$ cat config.mk
export PLATFORM = sky130hd
export DESIGN_NAME = tile_sequencer
export DESIGN_NICKNAME = d
export VERILOG_FILES = /design/src/rtl/tpu_pkg.sv /design/src/rtl/tile_sequencer_phase_timer.sv /design/src/rtl/tile_sequencer.sv
export SDC_FILE = /design/constraint.sdc
export NUM_CORES = 1
export LEC_CHECK = 0
export CAP_MARGIN = 20
export CORE_AREA = 2 2 69 85
export DETAILED_ROUTE_END_ITERATION = 6
export DIE_AREA = 0 0 71 87
export PLACE_DENSITY_LB_ADDON = 0.1
export REMOVE_ABC_BUFFERS = 1
export SYNTH_ARGS = -nofsm -noshare
export SYNTH_HDL_FRONTEND = slang
export SYNTH_SLANG_ARGS = --single-unit
$ cat constraint.sdc
create_clock -name clk -period 3.5 [get_ports clk]
set_input_delay 0.35 -clock clk [delete_from_list [all_inputs] [get_ports clk]]
set_output_delay 0.35 -clock clk [all_outputs]
set_load 0.1 [all_outputs]
$ cat src/rtl/tpu_pkg.sv
// Shared definitions for the tile sequencer: FSM state encoding and
// default array/timeout constants.
package tpu_pkg;

    typedef enum logic [2:0] {
        S_IDLE,
        S_READ_WAIT,
        S_READ,
        S_COMPUTE,
        S_WRITE_WAIT,
        S_WRITE,
        S_ADVANCE,
        S_FINISH
    } seq_state_t;

    localparam int unsigned DEFAULT_ARRAY_SIZE = 2;
    localparam int unsigned DEFAULT_TIMEOUT    = 1024;

endpackage

$ cat src/rtl/tile_sequencer_phase_timer.sv
// Per-phase watchdog: counts enabled cycles since the last clear and flags
// the cycle on which the phase has lasted TIMEOUT cycles.
module phase_timer import tpu_pkg::*; #(
    parameter int unsigned TIMEOUT = DEFAULT_TIMEOUT
) (
    input  logic clk,
    input  logic rst,
    input  logic clear_i,
    input  logic enable_i,
    output logic expired_o
);

    localparam int unsigned CW = $clog2(TIMEOUT);
    localparam logic [CW-1:0] LAST = CW'(TIMEOUT - 1);

    logic [CW-1:0] count_q;

    // Saturates at LAST; the sequencer leaves the phase on expiry anyway.
    always_ff @(posedge clk or posedge rst) begin
        if (rst) begin
            count_q <= '0;
        end else if (clear_i) begin
            count_q <= '0;
        end else if (enable_i && (count_q != LAST)) begin
            count_q <= count_q + CW'(1);
        end
    end

    assign expired_o = enable_i && (count_q == LAST);

endmodule

$ cat src/rtl/tile_sequencer.sv
// Walks a job of rows x cols tiles through read/compute/write phases,
// handling FIFO back-pressure, per-phase timeout and abort.
module tile_sequencer import tpu_pkg::*; #(
    parameter int unsigned ARRAY_SIZE = DEFAULT_ARRAY_SIZE,
    parameter int unsigned CNT_W      = 8,
    parameter int unsigned TIMEOUT    = DEFAULT_TIMEOUT
) (
    input  logic             clk,
    input  logic             rst,
    input  logic             job_valid_i,
    output logic             job_ready_o,
    input  logic [CNT_W-1:0] job_rows_i,
    input  logic [CNT_W-1:0] job_cols_i,
    input  logic             abort_i,
    input  logic             rempty_i,
    input  logic             wfull_i,
    output logic             read_start_o,
    output logic             compute_start_o,
    output logic             write_start_o,
    input  logic             read_done_i,
    input  logic             compute_done_i,
    input  logic             write_done_i,
    output logic [CNT_W-1:0] tile_row_o,
    output logic [CNT_W-1:0] tile_col_o,
    output logic             job_done_o,
    output logic             err_o
);

    localparam logic [CNT_W-1:0] ONE = CNT_W'(1);

    if ((TIMEOUT < 2) || (ARRAY_SIZE < 1)) begin : g_param_check
        $error("tile_sequencer: TIMEOUT must be >= 2 and ARRAY_SIZE >= 1");
    end

    seq_state_t       state_q, state_d;
    logic [CNT_W-1:0] rows_q, rows_d, cols_q, cols_d;
    logic [CNT_W-1:0] tile_row_q, tile_row_d, tile_col_q, tile_col_d;
    logic             err_q, err_d;
    logic             timer_en, timer_clr, timer_expired;
    logic             last_col, last_row;

    assign timer_en  = (state_q == S_READ) || (state_q == S_COMPUTE) || (state_q == S_WRITE);
    assign timer_clr = !timer_en || (state_d != state_q);
    assign last_col  = (tile_col_q == cols_q - ONE);
    assign last_row  = (tile_row_q == rows_q - ONE);

    phase_timer #(.TIMEOUT(TIMEOUT)) u_timer (
        .clk       (clk),
        .rst       (rst),
        .clear_i   (timer_clr),
        .enable_i  (timer_en),
        .expired_o (timer_expired)
    );

    always_comb begin
        state_d    = state_q;
        rows_d     = rows_q;
        cols_d     = cols_q;
        tile_row_d = tile_row_q;
        tile_col_d = tile_col_q;
        err_d      = err_q;
        unique case (state_q)
            S_IDLE: begin
                if (job_valid_i) begin
                    rows_d     = (job_rows_i == '0) ? ONE : job_rows_i;
                    cols_d     = (job_cols_i == '0) ? ONE : job_cols_i;
                    tile_row_d = '0;
                    tile_col_d = '0;
                    err_d      = 1'b0;
                    state_d    = S_READ_WAIT;
                end
            end
            S_READ_WAIT: if (!rempty_i) state_d = S_READ;
            S_READ: begin
                if (read_done_i) state_d = S_COMPUTE;
                else if (timer_expired) begin
                    err_d   = 1'b1;
                    state_d = S_FINISH;
                end
            end
            S_COMPUTE: begin
                if (compute_done_i) state_d = S_WRITE_WAIT;
                else if (timer_expired) begin
                    err_d   = 1'b1;
                    state_d = S_FINISH;
                end
            end
            S_WRITE_WAIT: if (!wfull_i) state_d = S_WRITE;
            S_WRITE: begin
                if (write_done_i) state_d = S_ADVANCE;
                else if (timer_expired) begin
                    err_d   = 1'b1;
                    state_d = S_FINISH;
                end
            end
            S_ADVANCE: begin
                if (last_col) begin
                    tile_col_d = '0;
                    tile_row_d = tile_row_q + ONE;
                end else begin
                    tile_col_d = tile_col_q + ONE;
                end
                state_d = (last_row && last_col) ? S_FINISH : S_READ_WAIT;
            end
            S_FINISH: state_d = S_IDLE;
            default:  state_d = S_IDLE;
        endcase
        // Abort overrides everything in flight; FINISH already ends the job.
        if (abort_i && (state_q != S_IDLE) && (state_q != S_FINISH)) begin
            state_d    = S_FINISH;
            err_d      = err_q;
            tile_row_d = tile_row_q;
            tile_col_d = tile_col_q;
        end
    end

    always_ff @(posedge clk or posedge rst) begin
        if (rst) begin
            state_q    <= S_IDLE;
            rows_q     <= ONE;
            cols_q     <= ONE;
            tile_row_q <= '0;
            tile_col_q <= '0;
            err_q      <= 1'b0;
        end else begin
            state_q    <= state_d;
            rows_q     <= rows_d;
            cols_q     <= cols_d;
            tile_row_q <= tile_row_d;
            tile_col_q <= tile_col_d;
            err_q      <= err_d;
        end
    end

    assign job_ready_o     = (state_q == S_IDLE);
    assign read_start_o    = (state_q == S_READ);
    assign compute_start_o = (state_q == S_COMPUTE);
    assign write_start_o   = (state_q == S_WRITE);
    assign job_done_o      = (state_q == S_FINISH);
    assign tile_row_o      = tile_row_q;
    assign tile_col_o      = tile_col_q;
    assign err_o           = err_q;

endmodule
After elaboration in Yosys (flattened, before gate mapping)
Index checks and enable logic that the tools add are counted.
{"block": "totals", "ram_bits": 0, "input_bits": 25, "latch_bits": 0, "elab_cells": 76, "mem_count": 0, "ff_bits": 46, "mem_bits_ro": 0}
{"block": "classes", "n_mux": 25, "n_eq_ne": 18, "bitwise": 1, "div": 0, "order_cmp": 0, "add_sub_neg": 5, "n_reduce_logical": 20, "multipliers": 0, "shifts": 0}
{"op": "$mux 8", "n": 5}
{"op": "$pmux 8 s2", "n": 2}
{"op": "$mux 3", "n": 9}
{"op": "$pmux 3 s8", "n": 1}
{"op": "$mux 10", "n": 2}
{"op": "$add 8x1->8 const B", "n": 2}
{"op": "$eq 8x8->1", "n": 2}
{"op": "$logic_not 8->1", "n": 2}
{"op": "$sub 8x1->8 const B", "n": 2}
{"op": "$eq 3x3->1 const B", "n": 4}
{"op": "$add 10x1->10 const B", "n": 1}
{"op": "$eq 10x10->1 const B", "n": 1}
{"op": "$ne 10x10->1 const B", "n": 1}
{"op": "$ne 2x2->1 const B", "n": 5}
{"op": "$eq 3x2->1 const B", "n": 2}
{"op": "$reduce_and 6->1", "n": 1}
{"op": "$logic_and 1x1->1", "n": 5}
{"op": "$mux 1", "n": 5}
{"op": "$pmux 1 s4", "n": 1}
{"op": "$reduce_and 4->1", "n": 1}
{"op": "$reduce_bool 2->1", "n": 2}
{"op": "$reduce_bool 4->1", "n": 1}
{"op": "$eq 3x1->1 const B", "n": 1}
{"op": "$logic_not 3->1", "n": 1}
{"op": "other kinds (8)", "n": 10}

Logic depth before layout (Yosys ltp)
Gate-level depths: netlist of run 1.
{"block": "logic_depth", "ltp_word": 11, "mapped_depth": 9, "mapped_depth_nobuf": 8}

By module
A second synthesis of run 1 with hierarchy kept.
{"block": "unflattened", "cells_unflattened": 354, "hier_area_um2": 2997.9}
{"mod": "tile_sequencer", "area_each_um2": 2433.6, "instances": 1, "cells_each": 295}
{"mod": "phase_timer", "area_each_um2": 564.3, "instances": 1, "cells_each": 59}

Least setup slack after synthesis of run 1
Ideal clock, no wire load.
{"block": "synth_path", "kind": "register to register", "startpoint": "register state_q[2]", "endpoint": "register cols_q[0]", "period_less_slack_ps": 3778, "setup_time_ps": 89, "setup_slack_ps": -278, "required_time_ps": 3411, "arrival_time_ps": 3689, "stages_incl_launch_ff": 8, "cell_sequence": "dfrtp_1 clkbuf_1 nor3_1 nand2_1 clkbuf_1 clkbuf_1 nor3_1 a21oi_1"}
{"block": "synth_between", "elab_chain_len": 2}
{"element": "start: declaration", "line_no": "tile_sequencer.sv:35", "text": "seq_state_t state_q, state_d;"}
{"element": "start signal: assignment", "line_no": "tile_sequencer.sv:126", "text": "state_q <= state_d;"}
{"element": "$logic_not 3->1"}
{"element": "via job_ready_o", "line_no": "tile_sequencer.sv:11", "text": "output logic job_ready_o,"}
{"element": "$reduce_and 2->1 (no source line)"}
{"element": "end signal: assignment", "line_no": "tile_sequencer.sv:128", "text": "cols_q <= cols_d;"}
{"element": "end: declaration", "line_no": "tile_sequencer.sv:36", "text": "logic [CNT_W-1:0] rows_q, rows_d, cols_q, cols_d;"}
The timed path passes the listed nets, and every way through them passes these cells.
A chain may end at the register's enable or synchronous reset.

Worst setup path after layout of run 1
{"block": "layout_path", "startpoint": "register cols_q[2]", "endpoint": "register state_q[2]"}
{"block": "layout_between", "elab_chain_len": 6}
{"element": "$sub 8x1->8", "line_no": "tile_sequencer.sv:44", "text": "assign last_col = (tile_col_q == cols_q - ONE);"}
{"element": "$eq 8x8->1", "line_no": "tile_sequencer.sv:44"}
{"element": "$logic_and 1x1->1", "line_no": "tile_sequencer.sv:103", "text": "state_d = (last_row && last_col) ? S_FINISH : S_READ_WAIT;"}
{"element": "$mux 3", "line_no": "tile_sequencer.sv:103"}
{"element": "$pmux 3 s8", "line_no": "tile_sequencer.sv:62", "text": "unique case (state_q)"}
{"element": "$mux 3", "line_no": "tile_sequencer.sv:109", "text": "if (abort_i && (state_q != S_IDLE) && (state_q != S_FINISH)) begin"}
{"element": "via state_d[2]", "line_no": "tile_sequencer.sv:35"}
The timed path passes the listed nets, and every way through them passes these cells.

==> results of run 1 <==
[cells by family after synthesis]
logic type | after synthesis | share of synthesized area (%)
xor gates and xnor gates | 31 | 9.837
adders and majority gates | 5 | 2.267
DFF | 46 | 41.80
muxes | 22 | 8.704
AOI/OAI and AO/OA | 44 | 10.47
buffers and inverters | 28 | 3.808
and+or+nand+nor | 127 | 23.12
[layout make-up]
cell class	count	area, um^2
Clock buffer	5	68.82
Clock inverter	3	40.04
Fill cell	467	2052
Inverter	17	63.81
Multi-Input combinational cell	229	1501
Sequential cell	46	1154
Tap cell	64	80.08
Timing Repair Buffer	49	483.0
[report_power, final]
| part | internal (mW) | switching, mW | total, mW |
|---|---|---|---|
| clock | 0.210 | 0.183 | 0.394 |
| combinational | 0.468 | 0.784 | 1.25 |
| sequential | 0.680 | 0.234 | 0.914 |
| total | 1.36 | 1.20 | 2.56 |
[flip-flops by register name (all words and copies together) (netlist names)]
signal	cells
cols_q	8
tile_row_o	8
rows_q	8
u_timer.count_q	10
tile_col_o	8
err_o	1
state_q	3
[layer usage]
| metal | GRT usage (%) | vias up | share of wire, % |
|---|---|---|---|
| met1 | 27.38 | 1085 | 46 |
| met4 | 7.719 | 0 | 1.4 |
| met3 | 4.167 | 7 | 4.1 |
| li1 | - | 1165 | - |
| met5 | 0 | - | 0 |
| met2 | 35.34 | 49 | 49 |
[how the worst max path moves through the flow]
stage                          start  slack, ns            end  cells past startpoint
after global placement     cols_q[2]       0.50  tile_row_o[0]                      6
after detailed placement   cols_q[2]       0.44     state_q[2]                      6
final                      cols_q[2]       0.43     state_q[2]                      6
after CTS                  cols_q[2]       0.42     state_q[2]                      6
after global routing       cols_q[2]       0.29     state_q[2]                      6
after floorplan           state_q[0]      -1.15      cols_q[1]                      3
[through the flow]
step / instance area [um^2] / cells / setup WS, ns
finish: 3391 / 413 / 0.4323
global route: 3391 / 413 / 0.2898
CTS: 3371 / 412 / 0.4213
detailed placement: 3262 / 404 / 0.4371
global placement: 3262 / 404 / 0.5046
floorplan: 2719 / 292 / -1.145
[cells in the mapped netlist (3+ instances only)]
cell type / count / share of area [%]
a21oi_1: 13 / 2.4
a31oi_1: 3 / 0.68
and3_1: 5 / 1.1
clkbuf_1: 10 / 1.4
dfrtp_1: 44 / 40
ha_1: 5 / 2.3
inv_1: 17 / 2.3
mux2_2: 16 / 6.5
mux2i_1: 6 / 2.2
nand2_1: 27 / 3.7
nand2b_1: 6 / 1.4
nand3_1: 13 / 2.4
nand4_1: 12 / 2.7
nor2_1: 32 / 4.4
nor3_1: 11 / 2.0
nor3b_1: 3 / 0.82
nor4_1: 5 / 1.1
o211ai_1: 3 / 0.82
o21ai_0: 8 / 1.5
o22ai_1: 4 / 0.91
or4_1: 5 / 1.4
xnor2_1: 22 / 7.0
xor2_1: 9 / 2.9
[critical path: stages (launching register included)]
cell       delay, ns
dfrtp_1         0.44
or3_4           0.42
o31a_1          0.26
or4_1           0.50
a2111o_1        0.62
or4_1           0.64
o2111ai_1       0.12
[cell usage in the layout, fill, tap and decap left out, types with 2 or more instances in the layout]
cell type / netlist / routed
or4_1: 5 / 5
nand2b_1: 6 / 6
a22oi_1: 2 / 2
nand2_1: 27 / 27
nand4_1: 12 / 12
a21o_1: 2 / 2
a31oi_1: 3 / 3
or3_1: 2 / 2
clkdlybuf4s50_1: 0 / 41
clkinv_2: 0 / 2
o211ai_1: 3 / 3
nor4_1: 5 / 5
nor3b_1: 3 / 3
clkbuf_8: 0 / 5
dfrtp_1: 44 / 44
inv_1: 17 / 16
a21oi_1: 13 / 13
ha_1: 5 / 5
o21ai_0: 8 / 8
or2_2: 2 / 2
dfstp_2: 2 / 2
nor2_1: 32 / 32
xor2_1: 9 / 9
mux2_2: 16 / 16
nor3_1: 11 / 11
o22ai_1: 4 / 4
buf_4: 0 / 7
nand3_1: 13 / 13
a22o_1: 2 / 2
mux2i_1: 6 / 6
xnor2_1: 22 / 22
and3_1: 5 / 5
==> reports/qor.csv, run 1 <==
metric,value,unit
outcome,finished clean,
drt pass-1 iters,4,
Root Driver,clkbuf_8,
register bit total from synthesis,46,
die width,71,um
largest net degree at the start of global routing,47,
vias in the first global route,2278,
clock tree buffer depth,2,
Port-buffer cells,46,
DRC,0,
Final Wtd Congestion,0.8580,
Netlist Area Pre-Place,2760,um^2
sequential fraction of the synthesis area,41.80,%
Avg Vias per Cell,5.584,
Core ar.,5443,um^2
final WL,5796,um
critical path startpoint category,flip-flop,
Critical Path RT,3.72,ns
WL/cell,14.03,um
crit path time final,3.068,ns
Ant. Diodes,0,
Die Area,6177,um^2
DRT iter0 DRCs,55,
RSZ-0062 raised after global routing,no,
Num Clock Sinks,46,
Clock Skew,0.005415,ns
Reg2Reg Depth,6,
Worst EP arrival,3.29,ns
Hold WC Path Type,input pin to async pin,
Final setup viols,0,
CTS tree,done,
nets@finish,378,
num ports,47,
DP HPWL,4216,um
Setup Buffers After CTS,0,
yosys warns,0,
cts hold-fix bufs,0,
Resize count post-CTS,0,
unique cell type count in the Yosys netlist,41,
max-cap viol count,0,
Layout Utilization,62.30,%
peak supply drop,0.0004320,V
initial antenna violation count,0,
Reg-to-Reg End,state_q[2],
die span in y,87,um
critical path type,flip-flop to flip-flop,
Final ANT Viol Nets,0,
fmax,326.0,MHz
grt ovf,0,
DR vias,2306,
Worst Path Max Fanout,13,
Post-synth EDFFs,0,
Clock transition at path regs,0.09,ns
first-pass GRT wire length,10500,um
worst-margin pin slew,0.9750,ns
Mapped Avg Cell Area,9.109,um^2
relative slew slack,34.80,%
Design Power,2.559,mW
Post-Syn Instances,303,
Clock Latency Late Sink,0.30,ns
Tot GR Track Use,21.18,%
P_leak,1.380,nW
htree depth,2,
layout overhead on the synthesized area,22.85,%
r2r startpoint,cols_q[2],
main flop type after synthesis,dfrtp_1,
Setup TNS,0,ns
ratio of cells with drive above 1 in the final layout,11.46,%
TritonCTS Buffers,5,
Worst R2R Setup Slack,0.43,ns
Power Density,754.8,nW/um^2
Hold WS,0.3728,ns
crit end category,flip-flop,
row count,30,
Hold Fails Final Rpt,0,
"Async S/R FF share, synth",100.0,%
Initial Utilization,50.71,%
final worst-path cycle share,87.65,%
Slew Limit Fails,0,
Note: power is estimated with default switching activity, not from simulation.
==> run 2, diff against run 1 <==
--- a/config.mk
+++ b/config.mk
@@ -5,10 +5,11 @@
 export SDC_FILE = /design/constraint.sdc
 export NUM_CORES = 1
 export LEC_CHECK = 0
+export ABC_AREA = 1
 export CAP_MARGIN = 20
-export CORE_AREA = 2 2 69 85
+export CORE_AREA = 2 2 72 88
 export DETAILED_ROUTE_END_ITERATION = 6
-export DIE_AREA = 0 0 71 87
+export DIE_AREA = 0 0 74 90
 export PLACE_DENSITY_LB_ADDON = 0.1
 export REMOVE_ABC_BUFFERS = 1
 export SYNTH_ARGS = -nofsm -noshare
==> reports/qor.csv, run 2 <==
metric,value,unit,change
num ports,47,,unchanged
final WL,6303,um,+8.7%
Power Density,795.7,nW/um^2,+5.4%
Mapped Avg Cell Area,7.662,um^2,-16%
most frequent cells in the layout,"103 x nand2_1, 44 x dfrtp_1, 41 x clkdlybuf4s50_1",,
vias in the first global route,2547,,+12%
outcome,finished clean,,
Final setup viols,0,,unchanged
Post-synth EDFFs,0,,unchanged
most frequent cell after synthesis,nand2_1,,
Resize count post-CTS,0,,unchanged
initial antenna violation count,0,,unchanged
fmax,424.5,MHz,+30%
DR vias,2620,,+14%
Synth area leader,dfrtp_1,,
Commonest cells post-synth,"103 x nand2_1, 44 x dfrtp_1, 41 x inv_1",,
nets@finish,470,,+24%
Avg Vias per Cell,5.010,,-10%
peak supply drop,0.0006959,V,+61%
die span in y,90,um,+3.4%
Die Area,6660,um^2,+7.8%
Yosys top cell area share,36.38,%,-3.5 points
P_leak,1.672,nW,+21%
critical path type,flip-flop to flip-flop,,
"Async S/R FF share, synth",100.0,%,unchanged
layout overhead on the synthesized area,18.77,%,
register bit total from synthesis,46,,unchanged
die width,74,um,+4.2%
Root Driver,clkbuf_8,,
Setup Buffers After CTS,0,,unchanged
drt pass-1 iters,4,,unchanged
crit end category,flip-flop,,
DP HPWL,4937,um,+17%
Worst EP arrival,2.54,ns,-0.75 ns
RSZ-0062 raised after global routing,no,,
Ant. Diodes,0,,unchanged
max reg flops,10,,unchanged
final worst-path cycle share,67.30,%,-20 points
WP buf/inv,2,,+2
sequential fraction of the synthesis area,38.11,%,-3.7 points
Finished Layout Cells,523,,+27%
Num Clock Sinks,46,,unchanged
Initial Utilization,51.68,%,+0.96 points
Critical Path RT,3.69,ns,-0.03 ns
"Critical Path, Cell by Cell","inv_1, ha_1, nand3_1, nor2_1, xor2_1, nand2_1, nor2_1, nand2_1, nand2_2, nand2_2, inv_1, nand3_1, nand2_1, a21oi_1",,
unique cell type count in the Yosys netlist,39,,-4.9%
Clock Skew,0.007691,ns,+0.002275 ns
Final ANT Viol Nets,0,,unchanged
Clock transition at path regs,0.09,ns,about the same
max-cap viol count,0,,unchanged
Setup TNS,0,ns,unchanged
Final Wtd Congestion,0.8538,,-0.49%
crit path time final,2.356,ns,-0.7121 ns
DRT iter0 DRCs,101,,+84%
DRC,0,,unchanged
TritonCTS Buffers,5,,unchanged
row count,31,,+3.3%
Post-Syn Instances,395,,+30%
WL/cell,12.05,um,-14%
crit-path max cell delay,0.54,ns,-0.10 ns
Design Power,2.860,mW,+12%
clock tree buffer depth,2,,unchanged
htree depth,2,,unchanged
relative slew slack,35.15,%,+0.35 points
Netlist Area Pre-Place,3027,um^2,+9.7%
Hold WC Path Type,input pin to async pin,,
largest net degree at the start of global routing,29,,-38%
worst-margin pin slew,0.9697,ns,-0.005210 ns
Port-buffer cells,46,,unchanged
slowest CP cell,dfstp_2,,
first-pass GRT wire length,11210,um,+6.8%
Core ar.,5857,um^2,+7.6%
ranking of synthesized cells by area,"dfrtp_1 36%, nand2_1 13%, xor2_1 5.5%",,
yosys warns,0,,unchanged
Tot GR Track Use,20.93,%,-0.25 points
placed cell areas,3515,um^2,+7.7%
main flop type after synthesis,dfrtp_1,,
Clock Latency Late Sink,0.29,ns,about the same
critical path startpoint category,flip-flop,,
Placed Cells,515,,+27%
Top reg by flops,u_timer.count_q,,
CTS tree,done,,
cts hold-fix bufs,0,,unchanged
grt ovf,0,,unchanged
"Largest delay share family, worst path",simple AND/OR/NAND/NOR gates,,
Worst Path Max Fanout,11,,-2
most frequent CP cell,nand2_1,,
Slew Limit Fails,0,,unchanged
ratio of cells with drive above 1 in the final layout,12.47,%,+1.0 points
Layout Utilization,61.38,%,-0.92 points
Hold Fails Final Rpt,0,,unchanged
"commonest non-fill, non-tap cell in the layout",nand2_1,,
post-route cell area,3595,um^2,+6.0%
[run 2: cell count changes after synthesis, sizes merged, moves of 7 or more]
cell,before,now
inv,17,48
o21ai,8,17
xnor2,22,15
nand3,13,29
xor2,9,19
nand2,27,113
clkbuf,10,2
nor2,32,55
mux2,16,0
[run 2: worst paths after layout]
path | start | endpoint | cells after the start | slack [ns]
worst max-delay path | cols_q[0] | tile_row_o[2] | 14 | 1.14
max in group asynchronous | rst | cols_q[0] | 3 | 2.29
worst min-delay path | rst | u_timer.count_q[5] | 2 | 0.42
worst min register to register | u_timer.count_q[0] | u_timer.count_q[0] | 1 | 0.47
worst max register to register | cols_q[0] | tile_row_o[2] | 14 | 1.14
min in group clk | u_timer.count_q[0] | u_timer.count_q[0] | 1 | 0.47
[run 2: area by class of cell]
type                    instances  area, um^2
fillers                       554        2262
flip-flops and latches         46        1154
clock buffers                   8       80.08
multi-input cells             292        1613
well taps                      82       102.6
repair buffers                 47       455.4
inverters                      48       190.2
[run 2: where the power goes]
group	switching (mW)	internal [mW]	total [mW]	leakage (nW)
registers	0.216	0.681	0.898	0.604
clock network	0.176	0.142	0.318	0.0395
logic	1.13	0.517	1.64	1.03
[run 2: cell families after synthesis]
kind of cell	share of synthesized area (%)
compound gates	6.449
xor+xnor	9.839
fa+ha+maj	2.067
buf+inv	8.599
flops	38.12
simple gates	34.93
[run 2: per-stage QoR]
stage | setup slack, ns | hold WS (ns)
floorplan | 0.3004 | 0.4432
global route | 0.8445 | 0.4829
CTS | 1.139 | 0.4465
detailed placement | 1.151 | 0.4645
global placement | 1.190 | 0.4614
finish | 1.144 | 0.4241
[run 2: routing by layer]
layer	routed length, um	GRT usage (%)	part of all wire (%)	vias up
met3	216	3.700	3.4	6
met4	75	5.758	1.2	0
li1	-	-	-	1337
met5	0	0	0	-
met1	2879	28.14	46	1229
met2	3132	34.15	50	48
